===== config.mk =====
export PLATFORM = sky130hd
export DESIGN_NAME = alarm_timer
export DESIGN_NICKNAME = d
export VERILOG_FILES = /design/src/rtl/alarm_timer_pkg.sv /design/src/rtl/alarm_timer_one_hz_divider.sv /design/src/rtl/alarm_timer.sv
export SDC_FILE = /design/constraint.sdc
export NUM_CORES = 1
export LEC_CHECK = 0
export BUFFER_PORTS_ARGS = -buffer_cell sky130_fd_sc_hd__buf_2
export CAP_MARGIN = 20
export CORE_UTILIZATION = 60
export CTS_CLUSTER_DIAMETER = 50
export DETAILED_ROUTE_END_ITERATION = 12
export GPL_ROUTABILITY_DRIVEN = 0
export PLACE_DENSITY = 0.83
export SLEW_MARGIN = 20
export SYNTH_ARGS = -nofsm -noshare
export SYNTH_HDL_FRONTEND = slang
export SYNTH_SLANG_ARGS = --single-unit

===== constraint.sdc =====
create_clock -name clock -period 2.75 [get_ports clock]
set_input_delay 0 -clock clock [delete_from_list [all_inputs] [get_ports clock]]
set_output_delay 0 -clock clock [all_outputs]
set_load 0.01 [all_outputs]

===== src/rtl/alarm_timer_pkg.sv =====
// Shared types and defaults for the alarm countdown timer.
// Interval codes, timer state encoding, duration width and default table.
package alarm_timer_pkg;

  localparam int TIME_W = 4;

  typedef logic [TIME_W-1:0] time_t;

  typedef enum logic [1:0] {
    INT_ARM_DELAY = 2'd0,
    INT_DRIVER    = 2'd1,
    INT_PASSENGER = 2'd2,
    INT_ALARM_ON  = 2'd3
  } interval_e;

  typedef enum logic [1:0] {
    S_IDLE  = 2'd0,
    S_LOAD  = 2'd1,
    S_COUNT = 2'd2,
    S_DONE  = 2'd3
  } timer_state_e;

  localparam int DEF_ARM_DELAY       = 6;
  localparam int DEF_DRIVER_DELAY    = 8;
  localparam int DEF_PASSENGER_DELAY = 15;
  localparam int DEF_ALARM_ON        = 10;

endpackage


===== src/rtl/alarm_timer_one_hz_divider.sv =====
// Clock divider producing a 1-cycle tick every TICK_CYCLES clocks.
// A synchronous clear restarts the period from zero.
module one_hz_divider #(
  parameter int TICK_CYCLES = 50_000_000
) (
  input  logic clock,
  input  logic reset,
  input  logic clear,
  output logic tick
);

  localparam int CW =
    (TICK_CYCLES > 1) ? $clog2(TICK_CYCLES) : 1;
  localparam logic [CW-1:0] LAST = CW'(TICK_CYCLES - 1);

  logic [CW-1:0] cnt;

  // Period counter; wraps at LAST, restarts on clear.
  always_ff @(posedge clock or posedge reset) begin
    if (reset)
      cnt <= '0;
    else if (clear || cnt == LAST)
      cnt <= '0;
    else
      cnt <= cnt + 1'b1;
  end

  assign tick = !clear && (cnt == LAST);

endmodule


===== src/rtl/alarm_timer.sv =====
// Countdown timer for the alarm FSM with a reprogrammable duration table.
// Define ALARM_TIMER_COUNT_OUT_EN to expose the remaining count as time_left.
module alarm_timer
  import alarm_timer_pkg::*;
#(
  parameter int TICK_CYCLES       = 50_000_000,
  parameter int T_ARM_DELAY       = DEF_ARM_DELAY,
  parameter int T_DRIVER_DELAY    = DEF_DRIVER_DELAY,
  parameter int T_PASSENGER_DELAY = DEF_PASSENGER_DELAY,
  parameter int T_ALARM_ON        = DEF_ALARM_ON
) (
  input  logic        clock,
  input  logic        reset,
  input  logic        start_timer,
  input  logic [1:0]  interval,
  input  logic        reprogram,
  input  logic [1:0]  time_param_sel,
  input  logic [TIME_W-1:0] time_value,
  output logic        expired,
  output logic        one_hz_enable
`ifdef ALARM_TIMER_COUNT_OUT_EN
  ,
  output logic [TIME_W-1:0] time_left
`endif
);

  timer_state_e state_q, state_d;
  time_t        count_q, count_d;
  logic         expired_q, expired_d;
  time_t        table_q [4];
  logic         cd_clear;
  logic         cd_tick;

  one_hz_divider #(
    .TICK_CYCLES(TICK_CYCLES)
  ) u_strobe_div (
    .clock(clock),
    .reset(reset),
    .clear(1'b0),
    .tick (one_hz_enable)
  );

  one_hz_divider #(
    .TICK_CYCLES(TICK_CYCLES)
  ) u_count_div (
    .clock(clock),
    .reset(reset),
    .clear(cd_clear),
    .tick (cd_tick)
  );

  // Each load restarts the countdown second from zero.
  assign cd_clear = (state_q == S_LOAD);

  // Duration table; reset restores the built-in defaults.
  always_ff @(posedge clock or posedge reset) begin
    if (reset) begin
      table_q[0] <= time_t'(T_ARM_DELAY);
      table_q[1] <= time_t'(T_DRIVER_DELAY);
      table_q[2] <= time_t'(T_PASSENGER_DELAY);
      table_q[3] <= time_t'(T_ALARM_ON);
    end else if (reprogram) begin
      table_q[time_param_sel] <= time_value;
    end
  end

  // Timer state, remaining count and expired flag.
  always_ff @(posedge clock or posedge reset) begin
    if (reset) begin
      state_q   <= S_IDLE;
      count_q   <= '0;
      expired_q <= 1'b0;
    end else begin
      state_q   <= state_d;
      count_q   <= count_d;
      expired_q <= expired_d;
    end
  end

  // Next state: reprogram aborts, start restarts, else count down.
  always_comb begin
    state_d   = state_q;
    count_d   = count_q;
    expired_d = expired_q;
    if (reprogram) begin
      state_d   = S_IDLE;
      expired_d = 1'b0;
    end else if (start_timer) begin
      state_d   = S_LOAD;
      expired_d = 1'b0;
    end else begin
      unique case (state_q)
        S_IDLE: expired_d = 1'b0;
        S_LOAD: begin
          count_d = table_q[interval];
          if (table_q[interval] == '0) begin
            state_d   = S_DONE;
            expired_d = 1'b1;
          end else begin
            state_d = S_COUNT;
          end
        end
        S_COUNT: begin
          if (cd_tick) begin
            if (count_q == time_t'(1)) begin
              state_d   = S_DONE;
              expired_d = 1'b1;
            end else begin
              count_d = count_q - 1'b1;
            end
          end
        end
        S_DONE: expired_d = 1'b1;
        default: state_d = S_IDLE;
      endcase
    end
  end

  assign expired = expired_q;

`ifdef ALARM_TIMER_COUNT_OUT_EN
  assign time_left =
    (state_q == S_LOAD || state_q == S_COUNT) ?
    count_q : '0;
`endif

endmodule

==> impl_metrics.tcl, run 1 <==
set metrics [dict create \
    status "finished, final reports clean" \
    syn-mean-instance-area_um2 10.75 \
    yosys.area.top_type "dfrtp_1" \
    min_path_type "in -> reg" \
    finalClockSkew_ns 0.01064 \
    start_util 0.6246 \
    clkLatencyLatePin_ns 0.34 \
    area_growth_pct 11.23 \
    dp_cells 430 \
    yosys-top-cells-count "dfrtp_1, nor2_1, xor2_1" \
    die_x_um 80.74 \
    routed_via_density 5.804 \
    drtIter0Drc 159 \
    hpwl_um 4729 \
    synth_ff_type "dfrtp_1" \
    grt_max_degree 52 \
    layout_worst_path_cycle_share 0.9530 \
    path_class "reg -> reg" \
    syn_inst 346 \
    max_freq_mhz 381.6 \
    cts.sinks 75 \
    num_io_pins 14 \
    grt_first_pass_wirelength_um 11680 \
    synth_cell_types 39 \
    utilization 0.6947 \
    antenna_found_initial 0 \
    drt-pass1-iter-count 4 \
    top_layer "met4" \
    wl_met1_um 3131 \
    cts_tree "built" \
    cts_root_buffer "clkbuf_8" \
    die_y_um 80.74 \
    fin_area_mm2 0.004138 \
    grt_usage 0.2380 \
    cts_buffers 9 \
    synthMostInstantiatedCell "dfrtp_1" \
    pre_cts_ws_ns 0.6085 \
    cp-end-kind "flip-flop" \
    grt_pass1_vias 2629 \
    seq_area_frac_synth 0.5076 \
    met2_length_um 3509 \
    r2r-end "state_q[0]" \
    fin_nets 393 \
    n_fill_cell 437 \
    period_needed_ns 2.621 \
    cp_max_fo 2 \
    critical_path_arrival_ns 2.90 \
    drcViolationCount 0 \
    yosys-top-cells-area "dfrtp_1, xor2_1, dfstp_2" \
    rsz0062_at_grt "false" \
    vdd_drop_max_v 0.0003004 \
    powerDensity_mw_per_mm2 585.6 \
    yosys_warnings 0 \
    dr_wl_met3_um 230 \
    floorplan.die_area_mm2 0.006519 \
    synth_nets 365 \
    cts.htree.levels 3 \
    final-max-slew-violation-count 0 \
    wire_per_inst_um 15.58 \
    tns_ns 0 \
    p_leak_nw 1.881 \
    worst_pin_slew_ns 0.8432 \
    cp-start-kind "flip-flop" \
    reg2reg_slack_ns 0.13 \
    rr_worst_depth 6 \
    holdWs_ns 0.1411 \
    synth_seq_cells 75 \
    synth_top_area_frac 0.4440 \
    cap_violations 0 \
    std_cell_rows 28 \
    async_reset_ff_frac 1.000 \
    finalSetupViolCount 0 \
    portBuffers 13 \
    stdcell_count 454 \
    hold_viol 0 \
    core_area_mm2 0.005956 \
    p_total_mw 2.423 \
    drive_above_1_share 0.1662 \
    antenna_left 0 \
    setup_slack_ns 0.1292 \
    r2r_start "table_q[9]" \
    overflow 0 \
    critPathRequiredTime_ns 3.03 \
    slew_headroom 0.4372 \
    min_path_cells 3 \
    ctsLongestPathBuffers 2 \
    drt-total-wl_um 7072 \
    hold_end "table_q[15]" \
    antennaDiodeCount 0 \
    hold_start "time_param_sel[1]" \
    clk_pin_slew_worst_paths_ns 0.08 \
    vias 2635 \
    synth_edf_count 0 \
    netlist_area_mm2 0.003720 \
    placed_cell_area_mm2 0.003880 \
]
-- critical path, stage by stage, from the launching register on --
cell and delay, ns:
dfrtp_1 0.39, mux4_1 0.54, or4_1 0.55, a31oi_1 0.18, nor2_1 0.06, a311oi_1 0.25, dlygate4sd3_1 0.60
-- final cells by class --
class | instances | area (um^2) | area share
Clock inverter | 4 | 25.02 | 0.006048
Tap cell | 75 | 93.84 | 0.02268
Timing Repair Buffer | 26 | 182.7 | 0.04415
Sequential cell | 75 | 1888 | 0.4563
Clock buffer | 12 | 155.1 | 0.03750
Inverter | 8 | 31.28 | 0.007560
Multi-Input combinational cell | 254 | 1762 | 0.4258
-- cell usage in the layout (no fill, tap or decap), types with 8 or more instances in the layout --
cell            n
dfrtp_1        66
nor2_1         54
xor2_1         37
nand3_1        27
nand2_1        18
nand4_1        17
mux2_2         16
buf_2          13
clkbuf_8       11
xnor2_1        10
and3_1          9
dfstp_2         9
dlygate4sd3_1   8
-- state kept, by name, summed over array words and instances, names as in the netlist --
signal and flops:
u_count_div.cnt 26, u_strobe_div.cnt 26, table_q 16, count_q 4, state_q 2, expired 1
-- worst max-delay path by stage --
stage / slack (ns) / cells past startpoint / to / start
floorplan: 0.75 / 6 / u_strobe_div.cnt[13] / u_strobe_div.cnt[7]
global placement: 0.72 / 5 / state_q[0] / table_q[9]
detailed placement: 0.61 / 5 / state_q[0] / table_q[12]
CTS: 0.11 / 6 / state_q[0] / table_q[12]
global route: 0.01 / 6 / state_q[0] / table_q[9]
finish: 0.13 / 6 / state_q[0] / table_q[9]
-- routing by layer --
metal | track usage | vias up
met3 | 0.04382 | 17
met2 | 0.3890 | 48
met1 | 0.2957 | 1296
met4 | 0.1411 | 0
li1 | - | 1274
met5 | 0 | -
-- timing repair --
action,in CTS,in global routing
buffers inserted,0,0
hold buffers,8,0
endpoints found under the hold margin,59,0
endpoints found under the setup margin,0,1
gates resized for setup,0,1
-- cells by family (layout without fill, tap and decap cells) --
kind of cell / after synthesis / after routing / share of synthesized area
fa+ha+maj: 7 / 7 / 0.02354
compound gates: 19 / 19 / 0.03465
buf+inv: 17 / 50 / 0.01783
xor+xnor: 47 / 47 / 0.1107
simple gates: 158 / 158 / 0.2210
mux: 23 / 23 / 0.08476
flops: 75 / 75 / 0.5076
-- power by group --
group / internal [mW] / leakage [nW] / switching [mW]
combinational: 0.167 / 0.820 / 0.175
clock: 0.374 / 0.0884 / 0.392
sequential: 1.22 / 0.972 / 0.0933
Power figures use the tool's default switching activity.
==> inputs of run 2 (changes only) <==
==> constraint.sdc (replaced) <==
create_clock -name clock -period 2.8 [get_ports clock]
set_input_delay 0 -clock clock [delete_from_list [all_inputs] [get_ports clock]]
set_output_delay 0 -clock clock [all_outputs]
set_load 0.01 [all_outputs]
==> run 2 against run 1 <==
Effect of this change: hold slack improved by 0.0027 ns; via count rose by 0.46%; die area unchanged; fmax down 1.4%; non-clock buffer count is 1 lower; critical path type unchanged.
==> impl_metrics.tcl, run 2 (synthesis gave the netlist of run 1 again) <==
set metrics [dict create \
    status "finished, final reports clean" \
    cp-end-kind "flip-flop" \
    grt_first_pass_wirelength_um 11240 \
    drive_above_1_share 0.1640 \
    power.switching_uw 660.5 \
    clkLatencyLatePin_ns 0.34 \
    powerDensity_mw_per_mm2 621.8 \
    start_util 0.6246 \
    hold_end "table_q[12]" \
    tns_ns 0 \
    drcViolationCount 0 \
    drt-pass1-iter-count 4 \
    hold_start "time_param_sel[1]" \
    r2r_start "u_count_div.cnt[10]" \
    finalClockSkew_ns 0.006538 \
    vdd_drop_max_v 0.0004574 \
    critical_path_arrival_ns 2.94 \
    p_leak_nw 1.916 \
    internal_power_mw 1.954 \
    min_path_cells 3 \
    antenna_left 0 \
    die_y_um 80.74 \
    critPathRequiredTime_ns 3.08 \
    drt-total-wl_um 6888 \
    wire_per_inst_um 15.21 \
    final-max-slew-violation-count 0 \
    p_clk_frac 0.377 \
    ctsLongestPathBuffers 2 \
    period_needed_ns 2.657 \
    final_common_cell "dfrtp_1" \
    drtIter0Drc 182 \
    antennaDiodeCount 0 \
    grt_max_degree 42 \
    std_cell_rows 28 \
    fin_nets 392 \
    core_area_mm2 0.005956 \
    rsz0062_at_grt "false" \
    overflow 0 \
    r2r-end "state_q[0]" \
    floorplan.die_area_mm2 0.006519 \
    switching_share 0.2526 \
    die_x_um 80.74 \
    worst_pin_slew_ns 0.7130 \
    antenna_found_initial 0 \
    final_cell_mix "dfrtp_1, nor2_1, xor2_1" \
    hpwl_um 4484 \
    max_freq_mhz 376.4 \
    vias 2647 \
    layout_worst_path_cycle_share 0.9489 \
    cts_resized 0 \
    pre_cts_ws_ns 0.7318 \
    cap_violations 0 \
    routed_via_density 5.843 \
    min_path_type "in -> reg" \
    slew_headroom 0.5240 \
    hold_viol 0 \
    pwr-share-comb 0.130 \
    reg_top3 "u_count_div.cnt x26, u_strobe_div.cnt x26, table_q x16" \
    portBuffers 13 \
    cts.htree.levels 3 \
    seq_power_share 0.493 \
    cts_root_buffer "clkbuf_8" \
    finalSetupViolCount 0 \
    cts.sinks 75 \
    grt_usage 0.2315 \
    reg2reg_slack_ns 0.14 \
    n_fill_cell 403 \
    setup_slack_ns 0.1432 \
    cp-start-kind "flip-flop" \
    cp_max_fo 5 \
    grt_pass1_vias 2525 \
    num_io_pins 14 \
    clk_pin_slew_worst_paths_ns 0.08 \
    cts_tree "built" \
    cts_buffers 9 \
    path_class "reg -> reg" \
    area_growth_pct 13.05 \
    rr_worst_depth 5 \
]
run 2: per-layer routing:
metal	part of all wire	track usage	wire length, um
met4	0.013	0.07143	87
met2	0.51	0.3890	3541
met3	0.029	0.07416	197
met5	0	0	0
met1	0.44	0.2855	3062
run 2: worst max path at each step:
stage	from	end	slack [ns]
after CTS	u_count_div.cnt[11]	state_q[0]	0.19
after global routing	u_count_div.cnt[10]	state_q[0]	0.02
after detailed placement	u_count_div.cnt[11]	state_q[0]	0.73
after global placement	u_count_div.cnt[11]	state_q[1]	0.75
final	u_count_div.cnt[10]	state_q[0]	0.14
after floorplan	u_strobe_div.cnt[7]	u_strobe_div.cnt[13]	0.80
run 2: power groups by stage:
stage               sequential, mW  combinational [mW]  clock [mW]
detailed placement            1.30               0.326           0
global placement              1.29               0.311           0
finish                        1.29               0.339       0.987
CTS                           1.28               0.339        1.00
floorplan                     1.28               0.254           0
global route                  1.30               0.379        1.05
run 2: repair_timing:
action,4_1_cts,5_1_grt
hold buffers,8,0
hold endpoints to repair,48,0
buffers inserted,0,0
run 2: per-stage QoR:
step	cell area (um^2)	utilization	hold WS [ns]	power [mW]	instances
3_3_place_gp	3885	0.6523	0.1487	1.602	429
3_5_place_dp	3885	0.6523	0.1544	1.628	429
4_1_cts	4205	0.7061	0.1248	2.623	453
6_report	4205	0.7061	0.1438	2.615	453
5_1_grt	4205	0.7061	0.1534	2.732	453
2_1_floorplan	3720	-	0.06619	1.532	346
run 2: area by class of cell:
| cell class | instances | area (um^2) | share of cell area |
|---|---|---|---|
| timing repair buffer | 25 | 187.7 | 0.04463 |
| tap | 75 | 93.84 | 0.02231 |
| clock buffer | 9 | 123.9 | 0.02946 |
| clock inverter | 7 | 116.4 | 0.02767 |
| multi-input combinational | 254 | 1765 | 0.4198 |
| inverter | 8 | 30.03 | 0.007141 |
| sequential | 75 | 1888 | 0.4490 |
run 2: worst max-delay path: stages, from the launching register on:
cell           delay [ns]
dfrtp_1              0.42
or4_1                0.53
nor4_2               0.46
nand3_1              0.28
a311oi_1             0.33
dlygate4sd3_1        0.58
==> inputs of run 3 (changes only) <==
--- a/config.mk
+++ b/config.mk
@@ -7,11 +7,11 @@
 export LEC_CHECK = 0
 export BUFFER_PORTS_ARGS = -buffer_cell sky130_fd_sc_hd__buf_2
 export CAP_MARGIN = 20
-export CORE_UTILIZATION = 60
+export CORE_UTILIZATION = 40
 export CTS_CLUSTER_DIAMETER = 50
 export DETAILED_ROUTE_END_ITERATION = 12
 export GPL_ROUTABILITY_DRIVEN = 0
-export PLACE_DENSITY = 0.83
+export PLACE_DENSITY = 0.61
 export SLEW_MARGIN = 20
 export SYNTH_ARGS = -nofsm -noshare
 export SYNTH_HDL_FRONTEND = slang
==> run 3 against run 2 <==
Effect of this change: wire length down 1.2%; utilization is 23 points lower; total power decreased by 7.0%; hold slack improved by 0.00060 ns; sequential power about the same.
==> impl_metrics.tcl, run 3 (synthesis gave the netlist of run 1 again) <==
set metrics [dict create \
    status "finished, final reports clean" \
    drtIter0Drc 77 \
    finalSetupViolCount 0 \
    final_cell_mix "dfrtp_1, nor2_1, xor2_1" \
    drcViolationCount 0 \
    ctsLongestPathBuffers 2 \
    pwr-share-comb 0.138 \
    area_growth_pct 12.88 \
    setup_slack_ns 0.2306 \
    cp-start-kind "flip-flop" \
    stdcell_count 486 \
    vias 2567 \
    cts_tree "built" \
    wire_per_inst_um 14.01 \
    worst_pin_slew_ns 0.8224 \
    worstPathCellList "or4bb_1 > nor4_2 > nand3_1 > a311oi_1 > dlygate4sd3_1" \
    drive_above_1_share 0.1614 \
    start_util 0.4204 \
    max_stage_delay_ns 0.57 \
    regArea_mm2 0.001888 \
    final_common_cell "dfrtp_1" \
    finalClockSkew_ns 0.01068 \
    hold_viol 0 \
    layout_worst_path_cycle_share 0.9176 \
    tns_ns 0 \
    grt_first_pass_wirelength_um 12340 \
    critPathRequiredTime_ns 3.08 \
    cts.htree.levels 3 \
    die_x_um 98.44 \
    power.switching_uw 655.0 \
    dp_cells 462 \
    grt_usage 0.1611 \
    routed_via_density 5.282 \
    cp-end-kind "flip-flop" \
    final-max-slew-violation-count 0 \
    cp.buffers_inverters 1 \
    cap_violations 0 \
    slew_headroom 0.4509 \
    reg_top3 "u_count_div.cnt x26, u_strobe_div.cnt x26, table_q x16" \
    min_path_type "in -> reg" \
    cts_buffers 9 \
    cts.sinks 75 \
    period_needed_ns 2.569 \
    drt-pass1-iter-count 4 \
    pre_cts_ws_ns 0.7593 \
    switching_share 0.2693 \
    path_class "reg -> reg" \
    hpwl_um 4683 \
    p_leak_nw 1.894 \
    core_area_mm2 0.008848 \
    clk_pin_slew_worst_paths_ns 0.08 \
    die_y_um 98.44 \
    antennaDiodeCount 0 \
    crit_start "u_count_div.cnt[18]" \
    fin_nets 392 \
    overflow 0 \
    cts_setup_buffers 0 \
    p_clk_frac 0.335 \
    floorplan.die_area_mm2 0.009689 \
    grt_max_degree 39 \
    rsz0062_at_grt "false" \
    r2r_start "u_count_div.cnt[18]" \
    seq_power_share 0.527 \
    cts_root_buffer "clkbuf_8" \
    hold_start "time_param_sel[0]" \
    grt_pass1_vias 2631 \
    cp_slowest_cell "dlygate4sd3_1" \
    portBuffers 13 \
    num_io_pins 14 \
    holdWs_ns 0.1444 \
    n_fill_cell 849 \
    clkLatencyLatePin_ns 0.35 \
    drt-total-wl_um 6807 \
    powerDensity_mw_per_mm2 579.2 \
    antenna_found_initial 0 \
    std_cell_rows 34 \
    cts_resized 0 \
    crit_family "simple AND/OR/NAND/NOR gates" \
    max_freq_mhz 389.2 \
    vdd_drop_max_v 0.0002890 \
    multi_input_area_mm2 0.001765 \
    internal_power_mw 1.777 \
    antenna_left 0 \
    cp_max_fo 4 \
    critical_path_arrival_ns 2.85 \
]
[run 3: cell count changes in the layout (fill, tap and decap cells not counted)]
cell / previous run / this run
bufinv_16: 3 / 1
clkbuf_1: 0 / 1
inv_6: 0 / 1
[run 3: cell type report]
| class | instances | share of cell area |
|---|---|---|
| Clock buffer | 10 | 0.03039 |
| Tap cell | 108 | 0.03218 |
| Sequential cell | 75 | 0.4496 |
| Inverter | 8 | 0.007151 |
| Multi-Input combinational cell | 254 | 0.4204 |
| Timing Repair Buffer | 25 | 0.04470 |
| Clock inverter | 6 | 0.01549 |
[run 3: path summary, 6_finish.rpt]
check,to,slack (ns),cells after the start
worst max-delay path,state_q[0],0.23,5
worst min-delay path,table_q[12],0.14,3
worst max register to register,state_q[0],0.23,5
worst min register to register,u_strobe_div.cnt[6],0.49,1
max in group asynchronous,table_q[7],1.67,4
min in group asynchronous,table_q[9],0.40,3
[run 3: worst min-delay path, cell delays in order]
cell	delay, ns
buf_2	0.10
nor3b_1	0.11
mux2_2	0.24
[run 3: power groups by stage]
| stage | Sequential [mW] | Combinational [mW] | Clock, mW |
|---|---|---|---|
| after CTS | 1.28 | 0.341 | 0.849 |
| after global placement | 1.30 | 0.320 | 0 |
| after detailed placement | 1.30 | 0.328 | 0 |
| after floorplan | 1.28 | 0.254 | 0 |
| after global routing | 1.30 | 0.385 | 0.897 |
| final | 1.28 | 0.336 | 0.814 |
[run 3: repair_timing]
| item | CTS | global route |
|---|---|---|
| hold buffers | 8 | 0 |
| endpoints found under the setup margin | 0 | 0 |
| endpoints found under the hold margin | 52 | 0 |
[run 3: through the flow]
stage                 util  instance area, um^2  power (mW)
CTS                 0.4745                 4199       2.470
detailed placement  0.4437                 3926       1.631
finish              0.4745                 4199       2.432
global route        0.4745                 4199       2.579
floorplan                -                 3720       1.532
global placement    0.4437                 3926       1.616
[run 3: per-layer routing]
layer,GRT usage,routed length [um],part of all wire
met1,0.2048,3282,0.48
met2,0.2676,3350,0.49
met3,0.04681,106,0.016
met4,0.04822,68,0.010
met5,0,0,0
